`config.mk`:
```
export PLATFORM = sky130hd
export DESIGN_NAME = id_ex_operand_stage
export DESIGN_NICKNAME = d
export VERILOG_FILES = /design/src/rtl/alu_pkg.sv /design/src/rtl/alu_control.sv /design/src/rtl/id_ex_operand_stage.sv
export SDC_FILE = /design/constraint.sdc
export NUM_CORES = 1
export LEC_CHECK = 0
export BUFFER_PORTS_ARGS = -buffer_cell sky130_fd_sc_hd__buf_2
export CELL_PAD_IN_SITES_DETAIL_PLACEMENT = 0
export CELL_PAD_IN_SITES_GLOBAL_PLACEMENT = 2
export CORE_AREA = 2 2 224 226
export DETAILED_ROUTE_END_ITERATION = 6
export DIE_AREA = 0 0 226 228
export GPL_ROUTABILITY_DRIVEN = 0
export PLACE_DENSITY_LB_ADDON = 0.1
export SYNTH_ARGS = -nofsm -noshare
export SYNTH_HDL_FRONTEND = slang
export SYNTH_SLANG_ARGS = --single-unit
export TNS_END_PERCENT = 1
```
`constraint.sdc`:
```
create_clock -name clk -period 4 [get_ports clk]
set_clock_uncertainty 0.05 [all_clocks]
set_input_delay 0.6 -clock clk [delete_from_list [all_inputs] [get_ports clk]]
set_output_delay 0.6 -clock clk [all_outputs]
set_load 0.005 [all_outputs]
```
`src/rtl/alu_pkg.sv`:
```
// Shared ALU encodings: control codes driven into the ALU, operation classes
// from the main decoder, and the funct3 values the ALU decode cares about.
package alu_pkg;

  localparam logic [3:0] ALU_AND = 4'b0000;
  localparam logic [3:0] ALU_OR  = 4'b0001;
  localparam logic [3:0] ALU_ADD = 4'b0010;
  localparam logic [3:0] ALU_SUB = 4'b0110;
  localparam logic [3:0] ALU_NOR = 4'b1100;

  typedef enum logic [1:0] {
    ALUOP_LDST   = 2'b00,
    ALUOP_BRANCH = 2'b01,
    ALUOP_RTYPE  = 2'b10,
    ALUOP_IARITH = 2'b11
  } alu_op_e;

  localparam logic [2:0] F3_ADDSUB = 3'b000;
  localparam logic [2:0] F3_OR     = 3'b110;
  localparam logic [2:0] F3_AND    = 3'b111;

endpackage

```
`src/rtl/alu_control.sv`:
```
// Combinational translation of the decoder's ALU operation class plus funct
// fields into the 4-bit ALU control code.
module alu_control
  import alu_pkg::*;
(
  input  logic [1:0] alu_op_i,
  input  logic [2:0] funct3_i,
  input  logic       funct7b5_i,
  output logic [3:0] alu_ctrl_o
);

  always_comb begin
    alu_ctrl_o = ALU_ADD;
    case (alu_op_e'(alu_op_i))
      ALUOP_LDST:   alu_ctrl_o = ALU_ADD;
      ALUOP_BRANCH: alu_ctrl_o = ALU_SUB;
      ALUOP_RTYPE: begin
        case (funct3_i)
          F3_ADDSUB: alu_ctrl_o = funct7b5_i ? ALU_SUB : ALU_ADD;
          F3_AND:    alu_ctrl_o = ALU_AND;
          F3_OR:     alu_ctrl_o = ALU_OR;
          default:   alu_ctrl_o = ALU_ADD;
        endcase
      end
      ALUOP_IARITH: begin
        // bit 30 of an I-type is immediate data, so it never selects SUB here
        case (funct3_i)
          F3_AND:  alu_ctrl_o = ALU_AND;
          F3_OR:   alu_ctrl_o = ALU_OR;
          default: alu_ctrl_o = ALU_ADD;
        endcase
      end
      default: alu_ctrl_o = ALU_ADD;
    endcase
  end

endmodule

```
`src/rtl/id_ex_operand_stage.sv`:
```
// ID/EX pipeline register with ALU control decode at capture and EX/MEM,
// MEM/WB operand forwarding resolved combinationally in the EX cycle.
module id_ex_operand_stage
  import alu_pkg::*;
#(
  parameter int unsigned DATA_W = 64,
  parameter int unsigned REG_AW = 5
) (
  input  logic              clk,
  input  logic              reset,
  input  logic              stall_i,
  input  logic              flush_i,
  input  logic              id_valid_i,
  input  logic [DATA_W-1:0] id_rs1_data_i,
  input  logic [DATA_W-1:0] id_rs2_data_i,
  input  logic [DATA_W-1:0] id_imm_i,
  input  logic [REG_AW-1:0] id_rs1_i,
  input  logic [REG_AW-1:0] id_rs2_i,
  input  logic [REG_AW-1:0] id_rd_i,
  input  logic [1:0]        id_alu_op_i,
  input  logic [2:0]        id_funct3_i,
  input  logic              id_funct7b5_i,
  input  logic              id_alu_src_i,
  input  logic              id_regwrite_i,
  input  logic              id_memread_i,
  input  logic              id_memwrite_i,
  input  logic              id_memtoreg_i,
  input  logic              id_branch_i,
  input  logic              exmem_regwrite_i,
  input  logic [REG_AW-1:0] exmem_rd_i,
  input  logic [DATA_W-1:0] exmem_result_i,
  input  logic              memwb_regwrite_i,
  input  logic [REG_AW-1:0] memwb_rd_i,
  input  logic [DATA_W-1:0] memwb_data_i,
  output logic              valid_o,
  output logic [DATA_W-1:0] a_o,
  output logic [DATA_W-1:0] b_o,
  output logic [3:0]        alu_ctrl_o,
  output logic [DATA_W-1:0] store_data_o,
  output logic [REG_AW-1:0] rd_o,
  output logic              regwrite_o,
  output logic              memread_o,
  output logic              memwrite_o,
  output logic              memtoreg_o,
  output logic              branch_o
);

  logic [3:0]        id_alu_ctrl;

  logic              valid_q,    valid_d;
  logic [DATA_W-1:0] rs1_data_q, rs1_data_d;
  logic [DATA_W-1:0] rs2_data_q, rs2_data_d;
  logic [DATA_W-1:0] imm_q,      imm_d;
  logic [REG_AW-1:0] rs1_q,      rs1_d;
  logic [REG_AW-1:0] rs2_q,      rs2_d;
  logic [REG_AW-1:0] rd_q,       rd_d;
  logic [3:0]        alu_ctrl_q, alu_ctrl_d;
  logic              alu_src_q,  alu_src_d;
  logic              regwrite_q, regwrite_d;
  logic              memread_q,  memread_d;
  logic              memwrite_q, memwrite_d;
  logic              memtoreg_q, memtoreg_d;
  logic              branch_q,   branch_d;

  logic [DATA_W-1:0] rs1_fwd;
  logic [DATA_W-1:0] rs2_fwd;

  alu_control u_alu_control (
    .alu_op_i   (id_alu_op_i),
    .funct3_i   (id_funct3_i),
    .funct7b5_i (id_funct7b5_i),
    .alu_ctrl_o (id_alu_ctrl)
  );

  always_comb begin
    valid_d    = valid_q;
    rs1_data_d = rs1_data_q;
    rs2_data_d = rs2_data_q;
    imm_d      = imm_q;
    rs1_d      = rs1_q;
    rs2_d      = rs2_q;
    rd_d       = rd_q;
    alu_ctrl_d = alu_ctrl_q;
    alu_src_d  = alu_src_q;
    regwrite_d = regwrite_q;
    memread_d  = memread_q;
    memwrite_d = memwrite_q;
    memtoreg_d = memtoreg_q;
    branch_d   = branch_q;
    // flush outranks stall, so a stalled bubble request still empties the stage
    if (flush_i) begin
      valid_d    = 1'b0;
      rs1_data_d = '0;
      rs2_data_d = '0;
      imm_d      = '0;
      rs1_d      = '0;
      rs2_d      = '0;
      rd_d       = '0;
      alu_ctrl_d = '0;
      alu_src_d  = 1'b0;
      regwrite_d = 1'b0;
      memread_d  = 1'b0;
      memwrite_d = 1'b0;
      memtoreg_d = 1'b0;
      branch_d   = 1'b0;
    end else if (!stall_i) begin
      valid_d    = id_valid_i;
      rs1_data_d = id_rs1_data_i;
      rs2_data_d = id_rs2_data_i;
      imm_d      = id_imm_i;
      rs1_d      = id_rs1_i;
      rs2_d      = id_rs2_i;
      rd_d       = id_rd_i;
      alu_ctrl_d = id_alu_ctrl;
      alu_src_d  = id_alu_src_i  & id_valid_i;
      regwrite_d = id_regwrite_i & id_valid_i;
      memread_d  = id_memread_i  & id_valid_i;
      memwrite_d = id_memwrite_i & id_valid_i;
      memtoreg_d = id_memtoreg_i & id_valid_i;
      branch_d   = id_branch_i   & id_valid_i;
    end
  end

  always_ff @(posedge clk) begin
    if (reset) begin
      valid_q    <= 1'b0;
      rs1_data_q <= '0;
      rs2_data_q <= '0;
      imm_q      <= '0;
      rs1_q      <= '0;
      rs2_q      <= '0;
      rd_q       <= '0;
      alu_ctrl_q <= '0;
      alu_src_q  <= 1'b0;
      regwrite_q <= 1'b0;
      memread_q  <= 1'b0;
      memwrite_q <= 1'b0;
      memtoreg_q <= 1'b0;
      branch_q   <= 1'b0;
    end else begin
      valid_q    <= valid_d;
      rs1_data_q <= rs1_data_d;
      rs2_data_q <= rs2_data_d;
      imm_q      <= imm_d;
      rs1_q      <= rs1_d;
      rs2_q      <= rs2_d;
      rd_q       <= rd_d;
      alu_ctrl_q <= alu_ctrl_d;
      alu_src_q  <= alu_src_d;
      regwrite_q <= regwrite_d;
      memread_q  <= memread_d;
      memwrite_q <= memwrite_d;
      memtoreg_q <= memtoreg_d;
      branch_q   <= branch_d;
    end
  end

  // Older producer (MEM/WB) only applies when the younger one does not match.
  function automatic logic [DATA_W-1:0] fwd_sel(input logic [REG_AW-1:0] rs,
                                               input logic [DATA_W-1:0] rf);
    logic [DATA_W-1:0] v;
    v = rf;
    if (rs != '0) begin
      if (exmem_regwrite_i && (exmem_rd_i == rs))      v = exmem_result_i;
      else if (memwb_regwrite_i && (memwb_rd_i == rs)) v = memwb_data_i;
    end
    return v;
  endfunction

  always_comb begin
    rs1_fwd = fwd_sel(rs1_q, rs1_data_q);
    rs2_fwd = fwd_sel(rs2_q, rs2_data_q);
  end

  assign valid_o      = valid_q;
  assign a_o          = rs1_fwd;
  assign b_o          = alu_src_q ? imm_q : rs2_fwd;
  assign store_data_o = rs2_fwd;
  assign alu_ctrl_o   = alu_ctrl_q;
  assign rd_o         = rd_q;
  assign regwrite_o   = regwrite_q;
  assign memread_o    = memread_q;
  assign memwrite_o   = memwrite_q;
  assign memtoreg_o   = memtoreg_q;
  assign branch_o     = branch_q;

endmodule

```
==> results by group <==
Layout
  – Most common cell after layout, fill and taps aside: buf_2
  – Storage cell area: about 4300 µm²
  – Fillcell total: around 5300
  – Syn-to-layout area delta: 33.5%
  – Nets: 2406
  – Fin util: 36.0%
  – Fraction of layout cells with a size suffix above 1: 35.3%
  – Commonest non-fill, non-tap cells in the layout: 568 x buf_2, 221 x nor2_1, 216 x dfxtp_1
  – Area taken by multi-input logic gates: 7760 µm²

Timing
  – Max-slew headroom: between 30% and 40%
  – Fin worst setup slack: about 360 ps
  – Fmax: between 200 and 300 MHz
  – Minimum clock period: 3640 ps
  – Final Cycle Share: about nine tenths
  – Slew at the pin closest to its max-slew limit: 927 ps
  – Hold Vio Cnt, Final: 0
  – RSZ-0062 raised after global routing: false
  – Setup TNS: 0 ps
  – Slew Limit Fails: 0
  – Setup violations, final: 0

CTS
  – Clock sink count: ~220
  – Worst-Skew Late Latency: 570 ps
  – Root Buffer: clkbuf_16
  – Worst-path clk slew: about 60 ps
  – Post-cts hold buffer count: 0
  – CTS tree: done
  – CTS H-Tree Depth: 1
  – Num CTS Buffers: 30
  – Post-CTS setup buffer count: 0
  – PostCTS Resize Cnt: 0
  – Clock buffer depth: 3

Setup path
  – Crit start category: flip-flop
  – R2R Setup Slk: 2910 ps
  – CP endpoint kind: output port
  – Critical setup path kind: reg2out
  – CP arrival: 2990 ps
  – Worst path required time: 3350 ps
  – Maximum fanout along the worst path: 15
  – Worst-path cell chain: xnor2_1 -> nand4_2 -> nor2_4 -> buf_4 -> mux2_4 -> a221o_1 -> buf_2
  – Slowest cell on crit path: dfxtp_1
  – Crit path largest cell delay: 450 ps

Power and ir drop
  – Worst vdd ir: approximately 270 µV
  – Pwr Total: just over 6000 µW
  – PwrDens: 344 nW/µm²
  – Leakage: 0.00849 µW

Placed design
  – IO Port Bufs: 569
  – Setup WS pre-CTS: 624 ps
  – HPWL Detailed: about 46000 µm

Die
  – Die Area: 51500 µm²
  – Horiz. Die Dim: 226 µm
  – Initial Utilization: 27.0%
  – Ports: around 570
  – Core area: roughly 49000 µm²
  – Rows: 82
  – Die Y: 228 µm

Synth
  – Flops & latches, synth: 217
  – Synth cell types: 34
  – Synth warnings: 0
  – Synthesized area: 13300 µm²
  – Mean Syn Cell Area: 8.51 µm²
  – Seq/Total Area, Yosys: 32.6%
  – Syn Nets: 1930
  – Cells after Synth: 1566

Global route
  – Vias in the first global route: 13800
  – Remaining Overflow, GRT: 0
  – Met3 Usage GRT: 7.35%
  – Global-route wire length before repair: 92800 µm
  – GRT Total Usage: between 20% and 30%
  – Antenna violations before repair: 40
  – Largest net degree at the start of global routing: 129
  – Met1 Usage GRT: just under 30%
  – GR Util met2: 40.1%
  – Gr busiest metal: met2

Route
  – First-pass iteration count of the detailed router: 7
  – Post-route DRC: 0
  – Drt initial violations: 778
  – WL per Instance: 23.1 µm
  – Total wire length: about 64000 µm
  – Via density: 4.99
  – Final ANT Viol Nets: 0
  – Total number of vias: 13800

Min path
  – Worst min-delay path class: in2reg

Outcome
  – Status: complete, no violations

Run
  – Max-cap violations: 0
==> cell type report <==
type | count | area share [%]
inverter | 129 | 2.72
multi-input combinational | 1061 | 43.6
tap | 672 | 4.73
clock inverter | 8 | 0.506
antenna | 24 | 0.338
timing repair buffer | 603 | 18.3
sequential | 217 | 24.4
clock buffer | 48 | 5.28
==> final timing paths <==
| path | start | to | cells past startpoint |
|---|---|---|---|
| max | rs2_q[2] | b_o[43] | 7 |
| min reg2reg | rs1_data_q[28] | rs1_data_q[28] | 2 |
| min | id_rs2_data_i[49] | rs2_data_q[49] | 3 |
| max reg2reg | alu_src_q | alu_src_q | 3 |
==> Yosys cell counts <==
cell | number | area, µm²
nor4_1 | 1 | 6.26
mux2_2 | 4 | 45.0
nand2_1 | 71 | 267
nor2_1 | 221 | 830
buf_6 | 13 | 146
buf_2 | 32 | 160
a22o_1 | 64 | 561
o221ai_1 | 64 | 561
nand4_2 | 2 | 25.0
clkbuf_1 | 80 | 300
o22ai_2 | 1 | 12.5
dfxtp_1 | 217 | 4340
nand2b_1 | 65 | 407
xor2_1 | 4 | 35.0
buf_1 | 19 | 71.3
nand4_1 | 65 | 407
nor2_4 | 1 | 11.3
a21oi_1 | 68 | 340
o22ai_1 | 1 | 6.26
inv_1 | 129 | 484
and3_1 | 1 | 6.26
a22oi_1 | 6 | 45.0
nor2b_1 | 1 | 6.26
a31oi_1 | 1 | 6.26
o21a_1 | 1 | 7.51
nor3_1 | 67 | 335
mux2_4 | 60 | 901
a221o_1 | 64 | 641
conb_1 | 1 | 3.75
mux2i_1 | 208 | 2080
buf_4 | 15 | 113
nand3_1 | 1 | 5.00
or2_2 | 2 | 12.5
xnor2_1 | 16 | 140
==> state kept, by name (all words and copies together) (netlist names) <==
name / cells
rs1_data_q: 64
alu_src_q: 1
rs2_q: 5
rs2_data_q: 64
memwrite_o: 1
valid_o: 1
memtoreg_o: 1
memread_o: 1
regwrite_o: 1
rd_o: 5
rs1_q: 5
alu_ctrl_o: 3
branch_o: 1
imm_q: 64
==> power breakdown <==
part	internal, µW	total, µW	switching, µW
Combinational	440	1050	606
Sequential	2230	2280	48.2
Clock	1720	2800	1080
==> critical path: cells and delay by family (launching register included) <==
kind | cells | cell delay, ps
xor gates and xnor gates | 1 | 170
DFF | 1 | 450
muxes | 1 | 340
AOI/OAI and AO/OA | 1 | 300
and+or+nand+nor | 2 | 590
buffers and inverters | 2 | 530
==> per-layer routing <==
metal / part of all wire, % / vias to the layer above
met5: 0.35 / -
met4: 2.4 / 34
met2: 48 / 437
met3: 7.8 / 113
met1: 41 / 6647
li1: - / 6540
==> through the flow <==
step,instances,cell area (µm²),hold slack (ps)
6_report,2762,17800,201
5_1_grt,2757,17800,179
4_1_cts,2738,17700,160
3_5_place_dp,2682,16700,435
3_3_place_gp,2682,16700,421
2_1_floorplan,1566,13300,413
==> cells by family after synthesis <==
logic type	Yosys count	share of synthesized area, %
buf+inv	288	9.57
other cells	1	0.0281
flops	217	32.6
xor+xnor	20	1.31
mux	272	22.7
compound gates	270	16.4
simple gates	498	17.4
Power figures use the tool's default switching activity.
